File: src/rtl/rst_seq.sv
// Lock-aware reset sequencer: synchronises PLL lock, waits a settle time, then
// releases N_CH reset channels in order. Optional feature macro: RST_SEQ_LOSS_CNT_EN.
module rst_seq #(
    parameter int N_CH        = 4,
    parameter int HOLD_CYCLES = 16,
    parameter int STAGGER     = 8,
    parameter int SYNC_STAGES = 2
) (
    input  logic            clk,
    input  logic            rst,
    input  logic            pll_locked,
    output logic [N_CH-1:0] rst_out,
`ifdef RST_SEQ_LOSS_CNT_EN
    output logic [7:0]      lock_loss_cnt,
`endif
    output logic            ready
);

    localparam int REL_LAST = STAGGER * (N_CH - 1);
    localparam int CNT_MAX  = (HOLD_CYCLES > REL_LAST) ? HOLD_CYCLES : REL_LAST;
    localparam int CNT_W    = $clog2(CNT_MAX + 1);

    typedef enum logic [1:0] {
        WAIT_LOCK,
        HOLD,
        RELEASE,
        RUN
    } state_t;

    state_t                 r_state;
    logic [CNT_W-1:0]       r_cnt;
    logic [N_CH-1:0]        r_rst_out;
    logic                   r_ready;
    logic [SYNC_STAGES-1:0] r_sync;
    logic                   w_lock_s;
`ifdef RST_SEQ_LOSS_CNT_EN
    logic [7:0]             r_loss_cnt;
`endif

    // NOTE: state is updated with <= only, so every flop samples pre-edge values.
    always_ff @(posedge clk) begin
        if (rst) r_sync <= '0;
        else     r_sync <= {r_sync[SYNC_STAGES-2:0], pll_locked};
    end

    assign w_lock_s = r_sync[SYNC_STAGES-1];

    always_ff @(posedge clk) begin
        if (rst) begin
            r_state   <= WAIT_LOCK;
            r_cnt     <= '0;
            r_rst_out <= '1;
            r_ready   <= 1'b0;
`ifdef RST_SEQ_LOSS_CNT_EN
            r_loss_cnt <= '0;
`endif
        end else if (!w_lock_s && (r_state != WAIT_LOCK)) begin
            // Lock loss overrides any release scheduled for this edge.
            r_state   <= WAIT_LOCK;
            r_cnt     <= '0;
            r_rst_out <= '1;
            r_ready   <= 1'b0;
`ifdef RST_SEQ_LOSS_CNT_EN
            if (r_loss_cnt != 8'hFF) r_loss_cnt <= r_loss_cnt + 8'd1;
`endif
        end else begin
            case (r_state)
                WAIT_LOCK: begin
                    if (w_lock_s) begin
                        r_state <= HOLD;
                        r_cnt   <= '0;
                    end
                end
                HOLD: begin
                    if (r_cnt == CNT_W'(HOLD_CYCLES - 1)) begin
                        r_state <= RELEASE;
                        r_cnt   <= '0;
                    end else begin
                        r_cnt <= r_cnt + CNT_W'(1);
                    end
                end
                RELEASE: begin
                    for (int i = 0; i < N_CH; i++) begin
                        if (r_cnt == CNT_W'(STAGGER * i)) r_rst_out[i] <= 1'b0;
                    end
                    if (r_cnt == CNT_W'(REL_LAST)) begin
                        r_state <= RUN;
                        r_ready <= 1'b1;
                    end else begin
                        r_cnt <= r_cnt + CNT_W'(1);
                    end
                end
                RUN: begin
                    r_rst_out <= '0;
                    r_ready   <= 1'b1;
                end
                default: begin
                    r_state   <= WAIT_LOCK;
                    r_rst_out <= '1;
                    r_ready   <= 1'b0;
                end
            endcase
        end
    end

    assign rst_out = r_rst_out;
    assign ready   = r_ready;
`ifdef RST_SEQ_LOSS_CNT_EN
    assign lock_loss_cnt = r_loss_cnt;
`endif

endmodule

File: config.mk
export PLATFORM = sky130hd
export DESIGN_NAME = rst_seq
export DESIGN_NICKNAME = d
export VERILOG_FILES = /design/src/rtl/rst_seq.sv
export SDC_FILE = /design/constraint.sdc
export NUM_CORES = 1
export LEC_CHECK = 0
export CAP_MARGIN = 20
export CELL_PAD_IN_SITES_DETAIL_PLACEMENT = 0
export CELL_PAD_IN_SITES_GLOBAL_PLACEMENT = 1
export CORE_MARGIN = 1.5
export CORE_UTILIZATION = 35
export CTS_CLUSTER_SIZE = 10
export DETAILED_ROUTE_END_ITERATION = 12
export HOLD_SLACK_MARGIN = 0.05
export PLACE_DENSITY_LB_ADDON = 0.1
export SLEW_MARGIN = 30
export SYNTH_ARGS = -nofsm -noshare
export SYNTH_HDL_FRONTEND = slang
export SYNTH_SLANG_ARGS = --single-unit
File: constraint.sdc
create_clock -name clk -period 3.3 [get_ports clk]
set_input_delay 0.66 -clock clk [delete_from_list [all_inputs] [get_ports clk]]
set_output_delay 0.66 -clock clk [all_outputs]
set_load 0.005 [all_outputs]
# Word-level counts from Yosys, hierarchy flattened

Cells that the tools add are included.
Widths: inputs -> output; s select.

Add/sub/neg operators: 1
Equality and inequality tests: 14
Multiplexer cells: 15
Reductions and logical operators: 14

Operators with widths:

| operator            | count |
|---|---|
| $mux 5              | 3 |
| $pmux 5 s3          | 1 |
| $ne 2x2->1 const B  | 7 |
| $eq 5x4->1 const B  | 2 |
| $eq 5x5->1 const B  | 2 |
| $pmux 4 s2          | 1 |
| $reduce_and 2->1    | 4 |
| $mux 2              | 3 |
| $pmux 2 s3          | 1 |
| $add 5x1->5 const B | 1 |
| $logic_not 5->1     | 1 |
| $mux 1              | 5 |
| $eq 2x2->1 const B  | 2 |
| $reduce_and 4->1    | 1 |
| $reduce_bool 2->1   | 2 |
| $reduce_and 3->1    | 1 |
| $reduce_bool 3->1   | 1 |
| $eq 2x1->1 const B  | 1 |
| $logic_not 2->1     | 1 |
| $pmux 1 s2          | 1 |
| $reduce_or 2->1     | 1 |
| $logic_and 1x1->1   | 1 |
| $logic_not 1->1     | 1 |

Flip-flop bits (word level): 14
Input bits: 3
Output and inout bits: 5
Word-level logic and storage cells: 52

# Depth between registers and ports, before layout

Depth after elaboration: 3
Mapped depth: 8
Depth with buffers taken out: 8

# Least setup slack after synthesis

Ideal clock, no wire load.

Path kind: register to register
Start point: reg r_cnt[1]
End point: reg r_cnt[0]
Library setup time: 116 ps
Data arrival time: 1,591 ps
Data required time: 3,184 ps
Path slack: 1,593 ps
Stages on the path, launching flop included: 9
Buffers on the path: 0
Period minus slack after synthesis: 1,707 ps
Cells stage by stage: dfxtp_1 > ha_1 > nand3_1 > inv_1 > ha_1 > nor2b_1 > o21ai_0 > and2b_1 > a31o_1

Word-level cells in the longest chain between the ends: 3
Elaborated cells on any way between the ends: 6
Classes of those cells: eq/ne (3); mux (2); reduce/logical (1)

Ends and longest elaborated chain:

| item                                           | RTL line | RTL |
|---|---|---|
| start, declared                                | 31       | `logic [CNT_W-1:0] r_cnt;` |
| start signal, assigned                         | 79       | `r_cnt <= r_cnt + CNT_W'(1);` |
| start signal, assigned                         | 90       | `r_cnt <= r_cnt + CNT_W'(1);` |
| $eq 5x4->1 or $eq 5x5->1 (tied branches)       | 75, 86   |  |
| $mux 5 or $ne 2x2->1 (tied branches)           | n/a      |  |
| $pmux 5 s3 or $reduce_and 3->1 (tied branches) | n/a      |  |

Parallel ways exist; a longest one is shown, timed or not.
A chain may end at the register's enable or synchronous reset.

# Worst setup path in the final report

Ends and elaborated chain as after synthesis.

==> metrics.yaml <==
yosys:
  netlist_area_sq_um: 783
  synth_seq_cells: 14
  syn_area_per_cell_sq_um: 9.55
  synth_cell_type_count: 31
  ys_seq_area_frac: 0.358
  syn_inst: 82
  yosys_warnings: 0
  syn-num-nets: 94
clock_network:
  clk_pin_slew_ns: 0.09
  ctsHoldBuffers: 0
  tritoncts: "done"
  cts_sinks: 14
  post_cts_buffers: 0
  cts_resized: 0
  worstSkewPairLatency_ns: 0.29
  cts_max_level: 1
  clockBufferDepth: 2
  clockRootBuffer: "clkbuf_4"
  tritoncts.num_buffers: 3
setup_path:
  crit_path_end_kind: "register"
  worstSetupStartpointType: "register"
  path_class: "reg2reg"
  path_max_fanout: 4
  required_ns: 3.49
  critPathArrivalTime_ns: 2.13
timing:
  hold_viol_final: 0
  skew_ns: 0.00730
  post-route-min-period_ns: 1.94
  finalMaxSlewViolations: 0
  finalCritPeriodShare: 0.589
  setup_violations: 0
  rsz0062_at_grt: "no"
  fmax_ghz: 0.515
  worst_pin_slew_ns: 0.590
  tns_ns: 0
  slew_headroom: 0.605
routing:
  drc_errors: 0
  first_pass_iters: 4
  routedWlPerCell_um: 12.4
  drt_iter0_markers: 7
  final_antenna_net_count: 0
  wl_um: 1470
  vias: 619
  vias_per_cell: 5.20
cells_and_area:
  final_layout_size_suffix_gt1_frac: 0.109
  antenna_cells: 0
  fill_cells: 217
  final_common_cell: "dfxtp_1"
  syn_to_final_growth_pct: 17.4
  final_cell_mix: "dfxtp_1, ha_1, inv_1"
  fin_cells: 119
  final_util: 0.450
  final_nets: 105
grt:
  grt_pass1_vias: 583
  grt_start_max_net_pins: 10
  grt-ovfl-total: 0
  grt_pass1_wl_um: 2550
  grtUsageTotal: 0.137
  antenna_found_initial: 0
run_status:
  status: "finished clean"
floorplan:
  dieArea_sq_um: 2530
  dieHeight_um: 50.3
  die_w_um: 50.3
  coreArea_sq_um: 2040
  rows: 16
  io-pin-count: 8
  initial_utilization: 0.384
power:
  power_density_nw_per_um2: 580
  leakage_uw: 0.000348
  fin_total_pwr_uw: 533
  peakVddDrop_mv: 0.303
placement:
  gp_congestion: 0.741
  dp_hpwl_um: 1160
  io_buffer_count: 7
  dpl.cell_count: 115
flow_run:
  drv_cap: 0
hold_path:
  min_path_type: "reg2reg"
## sequential cells by signal, summed over array words and instances (netlist names)
register,flops
rst_out,4
r_sync,2
r_cnt,5
ready,1
r_state,2
## synth_stat cells
cell / count / share of area
dfxtp_1: 14 / 0.36
ha_1: 9 / 0.14
inv_1: 8 / 0.038
nand2_1: 7 / 0.034
nand3_1: 7 / 0.045
nor2_1: 4 / 0.019
nor2b_1: 4 / 0.032
a21oi_1: 3 / 0.019
o21ai_0: 3 / 0.019
o311ai_1: 2 / 0.022
a2111oi_4: 1 / 0.035
a211oi_2: 1 / 0.016
a21boi_1: 1 / 0.0096
a311oi_4: 1 / 0.034
a31o_1: 1 / 0.011
a31oi_1: 1 / 0.0080
a32o_1: 1 / 0.013
and2b_1: 1 / 0.0096
and3b_4: 1 / 0.016
clkbuf_1: 1 / 0.0048
nand2b_1: 1 / 0.0080
nand4b_2: 1 / 0.019
nor3_1: 1 / 0.0064
nor3b_1: 1 / 0.0096
nor4_1: 1 / 0.0080
o2111ai_1: 1 / 0.011
o21ai_2: 1 / 0.011
o31ai_1: 1 / 0.0096
o32ai_1: 1 / 0.011
or2_1: 1 / 0.0080
or3b_1: 1 / 0.011
## layer usage
layer	global-route usage	wire [um]
met1	0.157	703
met4	0.0405	15
met5	0	0
met2	0.235	673
met3	0.0536	80
## worst paths after layout
kind	end	slack [ns]	start	cells after the start
max reg2reg	r_cnt[0]$_SDFFE_PP0P_	1.36	r_cnt[1]$_SDFFE_PP0P_	8
max	r_cnt[0]$_SDFFE_PP0P_	1.36	r_cnt[1]$_SDFFE_PP0P_	8
min	rst_out[1]$_SDFFE_PP1P_	0.46	rst_out[1]$_SDFFE_PP1P_	2
min reg2reg	rst_out[1]$_SDFFE_PP1P_	0.46	rst_out[1]$_SDFFE_PP1P_	2
## metrics by stage
stage                     worst slack [ns]  area [sq um]  hold WS [ns]
after global placement                1.35           883         0.422
after global routing                  1.21           920         0.482
after detailed placement              1.31           883         0.437
final                                 1.36           920         0.455
after floorplan                       1.59           783         0.414
after CTS                             1.36           920         0.459
## critical path, cell delays in order (launching register included)
cell     delay (ns)
dfxtp_1        0.39
ha_1           0.23
nand3_1        0.12
inv_1          0.07
ha_1           0.14
nor2b_1        0.10
o21ai_0        0.33
and2b_1        0.25
a31o_1         0.21
## kinds of logic (layout without fill, tap and decap cells)
| kind of cell | after synthesis | count (layout) | synth area share |
|---|---|---|---|
| buffers and inverters | 9 | 19 | 0.0431 |
| AOI/OAI and AO/OA | 19 | 19 | 0.230 |
| DFF | 14 | 14 | 0.358 |
| and+or+nand+nor | 31 | 31 | 0.225 |
| adders and majority gates | 9 | 9 | 0.144 |
## report_power, final
group | switching (uW) | leakage [uW] | total (uW) | internal, uW
clock | 58.4 | 0.0000210 | 126 | 67.2
combinational | 119 | 0.000214 | 201 | 81.8
sequential | 21.7 | 0.000114 | 207 | 186
total | 199 | 0.000348 | 533 | 335
## final cells by class
class | count | area [sq um] | share of cell area
multi-input cells | 59 | 469 | 0.510
flip-flops and latches | 14 | 280 | 0.305
repair buffers | 7 | 70.1 | 0.0762
clock buffers | 4 | 36.3 | 0.0395
well taps | 27 | 33.8 | 0.0367
inverters | 8 | 30.0 | 0.0327
No activity file was read; power rests on OpenSTA's default activity.
